File: config.mk
export PLATFORM = sky130hd
export DESIGN_NAME = seg7_reader
export DESIGN_NICKNAME = d
export VERILOG_FILES = /design/src/rtl/seg7_pkg.sv /design/src/rtl/seg7_pat_dec.sv /design/src/rtl/seg7_reader.sv
export SDC_FILE = /design/constraint.sdc
export NUM_CORES = 1
export LEC_CHECK = 0
export BUFFER_PORTS_ARGS = -buffer_cell sky130_fd_sc_hd__buf_2
export CAP_MARGIN = 0
export CORE_MARGIN = 1
export CORE_UTILIZATION = 56
export CTS_BUF_LIST = sky130_fd_sc_hd__clkbuf_8
export DETAILED_ROUTE_END_ITERATION = 6
export MAX_ROUTING_LAYER = met4
export PLACE_DENSITY = 0.87
export SYNTH_ARGS = -nofsm -noshare
export SYNTH_HDL_FRONTEND = slang
export SYNTH_HIERARCHICAL = 1
export SYNTH_SLANG_ARGS = --single-unit
File: constraint.sdc
create_clock -name clk -period 2.8 [get_ports clk]
set_input_delay 0.56 -clock clk [delete_from_list [all_inputs] [get_ports clk]]
set_output_delay 0.56 -clock clk [all_outputs]
set_load 0.01 [all_outputs]
File: src/rtl/seg7_pkg.sv
// Shared constants and types for the seven-segment display reader.
// Holds the active-low segment patterns for BCD digits 0..9, the all-off
// pattern and its code, and the capture FSM state type.
// Optional build macro: SEG7_READER_BLANK_EN (consumed by seg7_pat_dec).
package seg7_pkg;

    // Active-low segment patterns, bit order {g,f,e,d,c,b,a}
    localparam logic [6:0] PAT_0     = 7'h40;
    localparam logic [6:0] PAT_1     = 7'h79;
    localparam logic [6:0] PAT_2     = 7'h24;
    localparam logic [6:0] PAT_3     = 7'h30;
    localparam logic [6:0] PAT_4     = 7'h19;
    localparam logic [6:0] PAT_5     = 7'h12;
    localparam logic [6:0] PAT_6     = 7'h02;
    localparam logic [6:0] PAT_7     = 7'h78;
    localparam logic [6:0] PAT_8     = 7'h00;
    localparam logic [6:0] PAT_9     = 7'h10;
    localparam logic [6:0] PAT_BLANK = 7'h7F;

    localparam logic [3:0] BLANK_CODE = 4'hF;

    typedef enum logic [1:0] {
        StIdle,
        StSettle,
        StCapture,
        StHold
    } state_e;

endpackage

File: src/rtl/seg7_pat_dec.sv
// Combinational segment-pattern decoder.
// Ports:
//   seg_n  - active-low segment lines {g,f,e,d,c,b,a}
//   dec_ok - high when seg_n is a recognised pattern
//   bcd    - decoded value (0 when dec_ok is low)
// Build macro SEG7_READER_BLANK_EN: when defined, the all-off pattern decodes
// to BLANK_CODE; otherwise it is treated as undecodable.
module seg7_pat_dec
    import seg7_pkg::*;
(
    input  logic [6:0] seg_n,
    output logic       dec_ok,
    output logic [3:0] bcd
);

    always_comb begin
        dec_ok = 1'b1;
        bcd    = 4'h0;
        case (seg_n)
            PAT_0:     bcd = 4'd0;
            PAT_1:     bcd = 4'd1;
            PAT_2:     bcd = 4'd2;
            PAT_3:     bcd = 4'd3;
            PAT_4:     bcd = 4'd4;
            PAT_5:     bcd = 4'd5;
            PAT_6:     bcd = 4'd6;
            PAT_7:     bcd = 4'd7;
            PAT_8:     bcd = 4'd8;
            PAT_9:     bcd = 4'd9;
`ifdef SEG7_READER_BLANK_EN
            PAT_BLANK: bcd = BLANK_CODE;
`endif
            default:   dec_ok = 1'b0;
        endcase
    end

endmodule

File: src/rtl/seg7_reader.sv
// Recovers BCD digits from a multiplexed, active-low seven-segment display bus.
// Each digit strobe window is debounced, sampled at most once, and a digit's
// output only changes after CONFIRM consecutive identical samples.
// Parameters: N_DIG (1..8), STABLE_CYC (1..255), CONFIRM (1..15).
// Ports:
//   clk, rst  - clock, synchronous active-high reset
//   seg_n     - active-low segment lines {g,f,e,d,c,b,a}
//   dig_en_n  - active-low digit strobes, one low at a time
//   digits    - recovered BCD, digit i at [4i+3:4i]
//   valid     - every digit confirmed at least once since reset
//   upd       - one-cycle pulse when a digit field changes value
//   err       - one-cycle pulse when an undecodable pattern is sampled
//   err_cnt   - saturating count of err pulses
// Build macro SEG7_READER_BLANK_EN: all-off pattern decodes as 4'hF.
module seg7_reader
    import seg7_pkg::*;
#(
    parameter int unsigned N_DIG      = 4,
    parameter int unsigned STABLE_CYC = 4,
    parameter int unsigned CONFIRM    = 2
) (
    input  logic                 clk,
    input  logic                 rst,
    input  logic [6:0]           seg_n,
    input  logic [N_DIG-1:0]     dig_en_n,
    output logic [4*N_DIG-1:0]   digits,
    output logic                 valid,
    output logic                 upd,
    output logic                 err,
    output logic [7:0]           err_cnt
);

    // Input register stage and its one-cycle-delayed copy for change detection
    logic [6:0]       seg_q, seg_p;
    logic [N_DIG-1:0] dig_q, dig_p;

    state_e state_q, state_d;
    logic [7:0] cnt_q, cnt_d;

    // Sample latched at the end of SETTLE, consumed in CAPTURE
    logic [6:0]       cap_seg_q, cap_seg_d;
    logic [N_DIG-1:0] cap_sel_q, cap_sel_d;

    logic [N_DIG-1:0][3:0] cand_q, cand_d;
    logic [N_DIG-1:0][3:0] match_q, match_d;

    // Confirmed value waiting to be written into digits on the next cycle
    logic             commit_q, commit_d;
    logic [N_DIG-1:0] commit_sel_q, commit_sel_d;
    logic [3:0]       commit_val_q, commit_val_d;

    logic [N_DIG-1:0][3:0] digits_q, digits_d;
    logic [N_DIG-1:0]      confirmed_q, confirmed_d;
    logic                  upd_q, upd_d;
    logic                  err_q, err_d;
    logic [7:0]            err_cnt_q, err_cnt_d;

    logic [N_DIG-1:0] sel;
    logic             one_hot;
    logic             changed;
    logic             dig_changed;
    logic             dec_ok;
    logic [3:0]       dec_bcd;

    assign sel         = ~dig_q;
    assign one_hot     = $onehot(sel);
    assign changed     = ({seg_q, dig_q} != {seg_p, dig_p});
    assign dig_changed = (dig_q != dig_p);

    seg7_pat_dec u_dec (
        .seg_n  (cap_seg_q),
        .dec_ok (dec_ok),
        .bcd    (dec_bcd)
    );

    // Window FSM and per-digit confirmation bookkeeping
    always_comb begin
        state_d      = state_q;
        cnt_d        = cnt_q;
        cap_seg_d    = cap_seg_q;
        cap_sel_d    = cap_sel_q;
        cand_d       = cand_q;
        match_d      = match_q;
        commit_d     = 1'b0;
        commit_sel_d = commit_sel_q;
        commit_val_d = commit_val_q;
        err_d        = 1'b0;
        err_cnt_d    = err_cnt_q;

        case (state_q)
            StIdle: begin
                if (one_hot) begin
                    state_d = StSettle;
                    cnt_d   = 8'd1;
                end
            end
            StSettle: begin
                if (!one_hot) begin
                    state_d = StIdle;
                end else if (changed) begin
                    cnt_d = 8'd1;
                end else if (cnt_q == 8'(STABLE_CYC)) begin
                    state_d   = StCapture;
                    cap_seg_d = seg_q;
                    cap_sel_d = sel;
                end else begin
                    cnt_d = cnt_q + 8'd1;
                end
            end
            StCapture: begin
                state_d = StHold;
                if (dec_ok) begin
                    for (int i = 0; i < N_DIG; i++) begin
                        if (cap_sel_q[i]) begin
                            if (cand_q[i] == dec_bcd) begin
                                if (match_q[i] < 4'(CONFIRM)) begin
                                    match_d[i] = match_q[i] + 4'd1;
                                end
                            end else begin
                                cand_d[i]  = dec_bcd;
                                match_d[i] = 4'd1;
                            end
                            // Re-commits at saturation are harmless: upd needs a change
                            if (match_d[i] == 4'(CONFIRM)) begin
                                commit_d     = 1'b1;
                                commit_sel_d = cap_sel_q;
                                commit_val_d = dec_bcd;
                            end
                        end
                    end
                end else begin
                    err_d = 1'b1;
                    if (err_cnt_q != 8'hFF) begin
                        err_cnt_d = err_cnt_q + 8'd1;
                    end
                    for (int i = 0; i < N_DIG; i++) begin
                        if (cap_sel_q[i]) begin
                            match_d[i] = 4'd0;
                        end
                    end
                end
            end
            StHold: begin
                // Only a strobe change ends the window; segment changes are ignored
                if (dig_changed) begin
                    state_d = StIdle;
                end
            end
            default: state_d = StIdle;
        endcase
    end

    // Output stage: apply a pending confirmation one cycle after CAPTURE
    always_comb begin
        digits_d    = digits_q;
        confirmed_d = confirmed_q;
        upd_d       = 1'b0;
        if (commit_q) begin
            for (int i = 0; i < N_DIG; i++) begin
                if (commit_sel_q[i]) begin
                    digits_d[i]    = commit_val_q;
                    confirmed_d[i] = 1'b1;
                    if (digits_q[i] != commit_val_q) begin
                        upd_d = 1'b1;
                    end
                end
            end
        end
    end

    always_ff @(posedge clk) begin
        if (rst) begin
            seg_q        <= '1;
            seg_p        <= '1;
            dig_q        <= '1;
            dig_p        <= '1;
            state_q      <= StIdle;
            cnt_q        <= 8'd0;
            cap_seg_q    <= '1;
            cap_sel_q    <= '0;
            cand_q       <= '0;
            match_q      <= '0;
            commit_q     <= 1'b0;
            commit_sel_q <= '0;
            commit_val_q <= 4'h0;
            digits_q     <= '0;
            confirmed_q  <= '0;
            upd_q        <= 1'b0;
            err_q        <= 1'b0;
            err_cnt_q    <= 8'd0;
        end else begin
            seg_q        <= seg_n;
            seg_p        <= seg_q;
            dig_q        <= dig_en_n;
            dig_p        <= dig_q;
            state_q      <= state_d;
            cnt_q        <= cnt_d;
            cap_seg_q    <= cap_seg_d;
            cap_sel_q    <= cap_sel_d;
            cand_q       <= cand_d;
            match_q      <= match_d;
            commit_q     <= commit_d;
            commit_sel_q <= commit_sel_d;
            commit_val_q <= commit_val_d;
            digits_q     <= digits_d;
            confirmed_q  <= confirmed_d;
            upd_q        <= upd_d;
            err_q        <= err_d;
            err_cnt_q    <= err_cnt_d;
        end
    end

    assign digits  = digits_q;
    assign valid   = &confirmed_q;
    assign upd     = upd_q;
    assign err     = err_q;
    assign err_cnt = err_cnt_q;

endmodule

# Yosys cells after proc, flatten, opt, wreduce, memory -nomap -nowiden
# Cells that the tools add are included.
# totals
out_inout_bits	27
input_bits	13
wordCells	187
register_bits	114
# op_classes
n_addsub	9
muxes	75
n_reduce_logical	25
n_eq_ne	35
bitwise_logic	9
magnitude_cmp	4
# ops
cell	count
$mux W4	44
$pmux W4 S9	1
$mux W8	4
$reduce_and A4 Y1	8
$eq A7 B5 Y1 const B	3
$eq A7 B7 Y1 const B	3
$ne A4 B4 Y1	5
$mux W1	18
$reduce_and A2 Y1	9
$add A4 B1 Y4 const B	4
$add A8 B1 Y8 const B	2
$eq A4 B2 Y1 const B	4
$eq A4 B4 Y1	4
$lt A4 B2 Y1 const B	4
$mux W16	1
$pmux W8 S2	1
$eq A7 B6 Y1 const B	2
$ne A11 B11 Y1	1
$mux W2	5
$reduce_or A10 Y1	1
$ne A3 B3 Y1 const B	3
$eq A8 B3 Y1 const B	1
$ne A8 B8 Y1 const B	1
$not A1 Y1	8
other kinds (15)	20

# Logic depth before layout (Yosys ltp)
# Gate-level depths: netlist of run 1.
# depth
ltp_word	16
mapped_depth	10
mapped_depth_nobuf	9

# By module
# The synthesis of run 1 kept the hierarchy.
# by_module_without_submodules
mod	instances	area_each_um2	seq_area_each_um2	cells_each
seg7_reader	1	5198.7	2282.2	573
seg7_pat_dec	1	172.7	0.0	27

# Worst setup path before layout of run 1
# Ideal clock, no wire load.
# synth_timing
path_type	flip-flop to flip-flop
startpoint	reg dig_q[0]
endpoint	reg cnt_q[3]
n_path_buf	0
arrival_ns	2.585
stages_incl_launch_ff	8
required_time_ns	2.727
period_less_slack_ns	2.658
setup_ns	0.073
setup_slack_ns	0.142
path_cell_list	dfxtp_1 -> fa_1 -> inv_1 -> ha_1 -> ha_1 -> or4b_1 -> or4_1 -> a21oi_1
# synth_between
elab_chain_cells	6
elab_cells_between_ends	12
cone_classes	add/sub: 2; eq/ne: 5; mux: 3; bitwise: 1; reduce/logical: 1
# synth_rtl
element	line_no	rtl
start: declaration	seg7_reader.sv:35	logic [N_DIG-1:0] dig_q, dig_p;
start signal: assignment	seg7_reader.sv:194	dig_q <= dig_en_n;
$not A4 Y4	seg7_reader.sv:65	assign sel = ~dig_q;
$add A1 B1 Y2 (not written as such)	seg7_reader.sv:66	assign one_hot = $onehot(sel);
$add A2 B2 Y3 (not written as such)	seg7_reader.sv:66	
$eq A3 B1 Y1	seg7_reader.sv:66	
$ne A2 B2 Y1 (no line)	--	
$reduce_and A4 Y1 (no line)	--	
end signal: assignment	seg7_reader.sv:197	cnt_q <= cnt_d;
end: declaration	seg7_reader.sv:38	logic [7:0] cnt_q, cnt_d;
# Several ways; a longest one is shown, not always the timed one. The select of a mux whose other input is x is not followed.
# A chain may end at the register's enable or synchronous reset.

# Final worst setup path of run 1
# layout_timing
startpoint	reg cap_seg_q[2]
endpoint	reg commit_val_q[1]
# layout_between
elab_chain_cells	16
elab_cells_between_ends	46
cone_classes	eq/ne: 17; mux: 26; reduce/logical: 3
# layout_rtl
element	line_no	rtl
start: declaration	seg7_reader.sv:41	logic [6:0] cap_seg_q, cap_seg_d;
start signal: assignment	seg7_reader.sv:198	cap_seg_q <= cap_seg_d;
$eq A7 B5 Y1 (tied with other cells)	seg7_pat_dec.sv:19	case (seg_n)
$pmux W4 S9 *	seg7_pat_dec.sv:19	
via dec_bcd[1]	seg7_reader.sv:63	logic [3:0] dec_bcd;
$eq A4 B4 Y1	seg7_reader.sv:115	if (cand_q[i] == dec_bcd) begin
$mux W4	seg7_reader.sv:115	
$mux W4	seg7_reader.sv:114	if (cap_sel_q[i]) begin
$mux W4	seg7_reader.sv:112	if (dec_ok) begin
$mux W4	seg7_reader.sv:90	case (state_q)
$eq A4 B2 Y1	seg7_reader.sv:124	if (match_d[i] == 4'(CONFIRM)) begin
$mux W4	seg7_reader.sv:124	
$mux W4	seg7_reader.sv:114	
$mux W4	seg7_reader.sv:124	
$mux W4	seg7_reader.sv:114	
$mux W4	seg7_reader.sv:124	
$mux W4	seg7_reader.sv:114	
$mux W4	seg7_reader.sv:124	
$mux W4 *	seg7_reader.sv:114	
end signal: assignment	seg7_reader.sv:204	commit_val_q <= commit_val_d;
end: declaration	seg7_reader.sv:50	logic [3:0] commit_val_q, commit_val_d;
# The timed path passes the listed nets; every way through them passes the cells marked *. The select of a mux whose other input is x is not followed.

==> results of run 1 <==
logic make-up (layout without fill, tap and decap cells):
group	after synthesis	after routing	share of synthesized area
simple gates	249	249	0.261
compound gates	117	117	0.142
flops	114	114	0.425
xor+xnor	55	55	0.0911
buf+inv	48	105	0.0424
fa+ha+maj	10	10	0.0247
mux	7	7	0.0135
metal layers:
metal / wire length (um) / GRT usage
met1: 5250 / 0.298
met2: 6250 / 0.428
met3: 728 / 0.0599
met4: 239 / 0.126
met5: 0 / -
sequential cells by signal, summed over array words and instances, names as in the netlist, 7 cells and up, named ones only:
register   count
seg_p          7
cand_q        16
cnt_q          8
match_q       16
digits        16
cap_seg_q      7
err_cnt        8
seg_q          7
per-stage QoR:
stage               area [sq um]  setup slack (ns)
floorplan                   5370             0.142
finish                      6200            0.0945
global placement            5680             0.190
detailed placement          5680            0.0824
global route                6200           -0.0309
CTS                         6110            0.0238
worst register-to-register path, stage by stage (launching register included):
cell	delay (ns)
dfxtp_4	0.37
and4b_1	0.27
a21oi_1	0.05
o32a_1	0.29
nor2_1	0.09
buf_4	0.18
xor2_1	0.12
nor4_4	0.45
a32oi_1	0.25
o211ai_4	0.32
mux2i_1	0.24
timing repair:
| action | CTS | global route |
|---|---|---|
| setup buffers | 0 | 6 |
| hold buffers | 0 | 0 |
| resized for setup | 0 | 15 |
| endpoints found under the setup margin | 0 | 14 |
cell usage in the layout (no fill, tap or decap), types with 9 or more instances in the layout:
cell / count
buf_4: 21
buf_2: 39
dfxtp_1: 109
or2_2: 21
inv_1: 14
and3_1: 15
nand4_1: 14
ha_1: 9
a21oi_1: 57
xnor2_1: 15
xor2_1: 38
clkbuf_8: 17
nand3_1: 36
nor3_1: 11
nor2_1: 36
nand2_1: 67
final cells by class:
type / count / area (sq um) / area share
Sequential cell: 114 / 2300 / 0.371
Clock inverter: 15 / 194 / 0.0313
Timing Repair Buffer: 61 / 373 / 0.0601
Clock buffer: 17 / 234 / 0.0377
Inverter: 12 / 45.0 / 0.00726
Multi-Input combinational cell: 438 / 2900 / 0.467
Tap cell: 129 / 161 / 0.0260
worst min path at each step:
| stage | from | to |
|---|---|---|
| 6_report | seg_n[4] | seg_q[4] |
| 5_1_grt | seg_n[4] | seg_q[4] |
| 4_1_cts | seg_n[0] | seg_q[0] |
| 2_1_floorplan | confirmed_q[3] | confirmed_q[3] |
| 3_5_place_dp | cand_q[7] | cand_q[7] |
| 3_3_place_gp | confirmed_q[1] | confirmed_q[1] |
power by group through the flow:
stage	sequential [mW]	clock [mW]	combinational [mW]
CTS	1.66	1.66	0.153
global route	1.66	1.74	0.172
global placement	1.70	0	0.144
finish	1.66	1.65	0.157
detailed placement	1.70	0	0.151
floorplan	1.69	0	0.102
==> out/qor.yml, run 1 <==
status:
  status: "finished, final reports clean"
logic_synthesis:
  yosysMostFrequentCell: "dfxtp_1"
  synth.top_cells.by_count: "dfxtp_1 (114), nand2_1 (67), a21oi_1 (57)"
  yosys.area.top_type: "dfxtp_1"
  ys_warn_count: 6
  syn_nets: 623
  ys_types: 65
  synthCells: 600
  synthTopCellsByArea: "dfxtp_1 (42%), xor2_1 (6.2%), a21oi_1 (5.3%), nand2_1 (4.7%), nand3_1 (3.4%)"
  synth_edf_count: 0
  ys_seq_area_frac: 0.425
  syn_area_sq_um: 5370
  ys_dominant_reg_cell: "dfxtp_1"
  ys_ff_latch: 114
  yosysTopAreaCellShare: 0.425
  async_reset_ff_frac: 0
  postSynthAreaPerCell_sq_um: 8.95
power_and_ir_drop:
  leakage_nw: 2.58
  clkPwrFrac: 0.476
  vdd_drop_max_mv: 0.428
  switching_power_mw: 0.792
  p_comb_frac: 0.045
  power_switching_share: 0.229
  finalPower_mw: 3.46
  powerDensity_nw_per_um2: 558
  seq_power_share: 0.479
  internal_power_mw: 2.67
floorplanning:
  dieHeight_um: 99.9
  io_pins: 40
  core-area_sq_um: 9280
  initial_core_util: 0.579
  die_width_um: 99.9
  dieArea_sq_um: 9990
  row_count: 35
critical_path:
  arrival_ns: 3.06
  startpoint_type: "flip-flop"
  cp.buffers_inverters: 1
  cp.required_ns: 3.16
  r2r_slack_ns: 0.09
  end_kind: "flip-flop"
  cpPeakStageDelay_ns: 0.45
  slowest_stage: "nor4_4"
  ff2ff_path_depth: 10
  endpoint: "commit_val_q[1]"
  crit_type: "reg -> reg"
  crit_cells: 10
  r2r-end: "commit_val_q[1]"
  cp_max_fo: 8
  crit_start: "cap_seg_q[2]"
  r2r-start: "cap_seg_q[2]"
  crit_chain: "and4b_1 -> a21oi_1 -> o32a_1 -> nor2_1 -> buf_4 -> xor2_1 -> nor4_4 -> a32oi_1 -> o211ai_4 -> mux2i_1"
  crit_family: "compound AO/OA/AOI/OAI gates"
final_layout:
  fillers: 734
  syn_to_final_growth_pct: 15.5
  post-route-util: 0.668
  n_antenna_cell: 0
  instances_no_fill: 786
  drive_gt1_frac: 0.210
  nNetsFinal: 667
routing:
  drc: 0
  vias: 4648
  vias_per_cell: 5.91
  ant_nets: 0
  finalWirelength_um: 12500
  wl_per_cell_um: 15.9
  drtIter0Drc: 270
  drt_pre_antenna_iters: 5
grt:
  grt_max_degree: 98
  grt_pass1_vias: 4385
  antenna_found_initial: 0
  grt.total_usage: 0.259
  grt_pass1_wl_um: 19800
  gr-total-overflow: 0
placed_design:
  io_buffers: 39
  place_congestion: 0.915
  hpwl_um: 8080
  dp_cells: 748
flow_run:
  drv_cap: 0
min_path:
  hold_path_depth: 2
  hp-class: "in -> reg"
sta:
  hold_violations: 0
  rsz0062_at_grt: "yes"
  whs_ns: 0.297
  setup_tns_ns: 0
  finalCritPeriodShare: 0.966
  slew_viol_final: 0
  clock_skew_ns: 0.00808
  fmax_ghz: 0.370
  worstMarginPinSlew_ns: 0.787
  setup_violations: 0
  period_minus_slack_ns: 2.71
  relSlewSlack: 0.474
clock_network:
  ctsRootBufferMaster: "clkbuf_8"
  htree_levels: 4
  cts_buffer_depth: 2
  clk-insertion-delay-late_ns: 0.44
  numCtsBuffers: 17
  cts_tree: "built"
  cts.sinks: 114
  clk_pin_slew_ns: 0.07
Power figures use the tool's default switching activity.
==> run 2: changes to the inputs <==
- CELL_PAD_IN_SITES_DETAIL_PLACEMENT: not set -> 1
- CELL_PAD_IN_SITES_GLOBAL_PLACEMENT: not set -> 1
- CORE_UTILIZATION: 56 -> 43
==> out/qor.yml, run 2 (synthesis results as in run 1) <==
floorplanning:
  core-area_sq_um: 12100
  die_width_um: 114
  initial_core_util: 0.443
  dieArea_sq_um: 12900
  dieHeight_um: 114
  io_pins: 40
  row_count: 40
grt:
  grt_pass1_vias: 4751
  grt.total_usage: 0.229
  grt_pass1_wl_um: 22700
  gr-total-overflow: 0
  grt_max_degree: 60
  antenna_found_initial: 0
routing:
  drt_pre_antenna_iters: 4
  wl_per_cell_um: 17.1
  vias_per_cell: 5.57
  vias: 4653
  finalWirelength_um: 14300
  drc: 0
  drtIter0Drc: 212
  ant_nets: 0
power_and_ir_drop:
  vdd_drop_max_mv: 0.320
  finalPower_mw: 3.35
  leakage_nw: 2.64
  powerDensity_nw_per_um2: 533
critical_path:
  cp.required_ns: 3.16
  startpoint_type: "flip-flop"
  cp_max_fo: 7
  end_kind: "flip-flop"
  crit_type: "reg -> reg"
  arrival_ns: 3.10
min_path:
  hp-class: "in -> reg"
final_layout:
  multi_input_area_sq_um: 2880
  final_common_cell: "dfxtp_1"
  n_antenna_cell: 0
  post-route-util: 0.519
  syn_to_final_growth_pct: 16.9
  drive_gt1_frac: 0.222
  instances_no_fill: 836
  nNetsFinal: 678
  layout_common_cells: "dfxtp_1 (108), nand2_1 (67), a21oi_1 (57)"
  fillers: 1457
  register_area_sq_um: 2300
placed_design:
  place_ws_ns: -0.00455
  place_congestion: 0.869
  hpwl_um: 9760
  dp_cells: 793
  io_buffers: 39
sta:
  setup_ws_ns: 0.0633
  setup_tns_ns: 0
  slew_viol_final: 0
  worstMarginPinSlew_ns: 0.688
  setup_violations: 0
  finalCritPeriodShare: 0.977
  hold_violations: 0
  fmax_ghz: 0.365
  relSlewSlack: 0.541
  clock_skew_ns: 0.0139
  period_minus_slack_ns: 2.74
clock_network:
  cts.sinks: 114
  cts_buffer_depth: 2
  htree_levels: 4
  clk_pin_slew_ns: 0.07
  ctsRootBufferMaster: "clkbuf_8"
  numCtsBuffers: 17
  cts_tree: "built"
  clk-insertion-delay-late_ns: 0.44
status:
  status: "finished, final reports clean"
flow_run:
  drv_cap: 0
[run 2: cell count changes in the layout (fill, tap and decap cells not counted), sizes merged]
cell           before  now
buf                61   71
bufinv              4    3
clkbuf             17   18
clkdlybuf4s15       0    1
clkinv              5    7
clkinvlp            4    1
inv                14   15
[run 2: per-stage QoR]
stage	area (sq um)	hold WS, ns
floorplan	5370	0.429
global placement	5770	0.441
detailed placement	5770	0.460
CTS	6160	0.274
global route	6280	0.284
finish	6280	0.300
[run 2: final timing paths]
| check | startpoint | slack, ns | to | depth (start not counted) |
|---|---|---|---|---|
| setup / recovery | cap_seg_q[2] | 0.06 | commit_val_q[3] | 10 |
| hold / removal | seg_n[6] | 0.30 | seg_q[6] | 2 |
| setup reg to reg | cap_seg_q[2] | 0.06 | commit_val_q[3] | 10 |
| hold reg to reg | confirmed_q[2] | 0.47 | confirmed_q[2] | 2 |
[run 2: repair_timing]
item                                    in CTS  in global routing
cloned                                       0                  1
hold buffers                                 0                  0
resized for setup                            2                 12
buffers inserted                             0                 10
pin swaps                                    0                  3
hold endpoints to repair                     0                  0
endpoints found under the setup margin       3                  9
[run 2: final cells by class]
type,instances,area share
well taps,168,0.0335
inverters,12,0.00717
flip-flops and latches,114,0.366
clock inverters,14,0.0235
repair buffers,72,0.0717
multi-input cells,438,0.459
clock buffers,18,0.0394
[run 2: worst max-delay path: stages (launching register included)]
cell and delay, ns:
dfxtp_4 0.38, and4b_1 0.28, a21oi_1 0.05, o32a_1 0.32, nor2_2 0.15, buf_6 0.15
xor2_1 0.10, nor4_4 0.38, a32oi_1 0.25, o211ai_2 0.35, mux2i_1 0.25
[run 2: power by group]
part           switching, mW  leakage [nW]  internal [mW]
Combinational         0.0861          1.50         0.0675
Clock                  0.654         0.216          0.883
Sequential            0.0192         0.923           1.64
Total                  0.760          2.64           2.59
[run 2: routing by layer]
layer,routed length [um],GRT usage,vias up
li1,-,-,2241
met1,6260,0.261,2273
met2,7260,0.396,107
met3,486,0.0446,32
met4,323,0.0868,0
met5,0,-,-
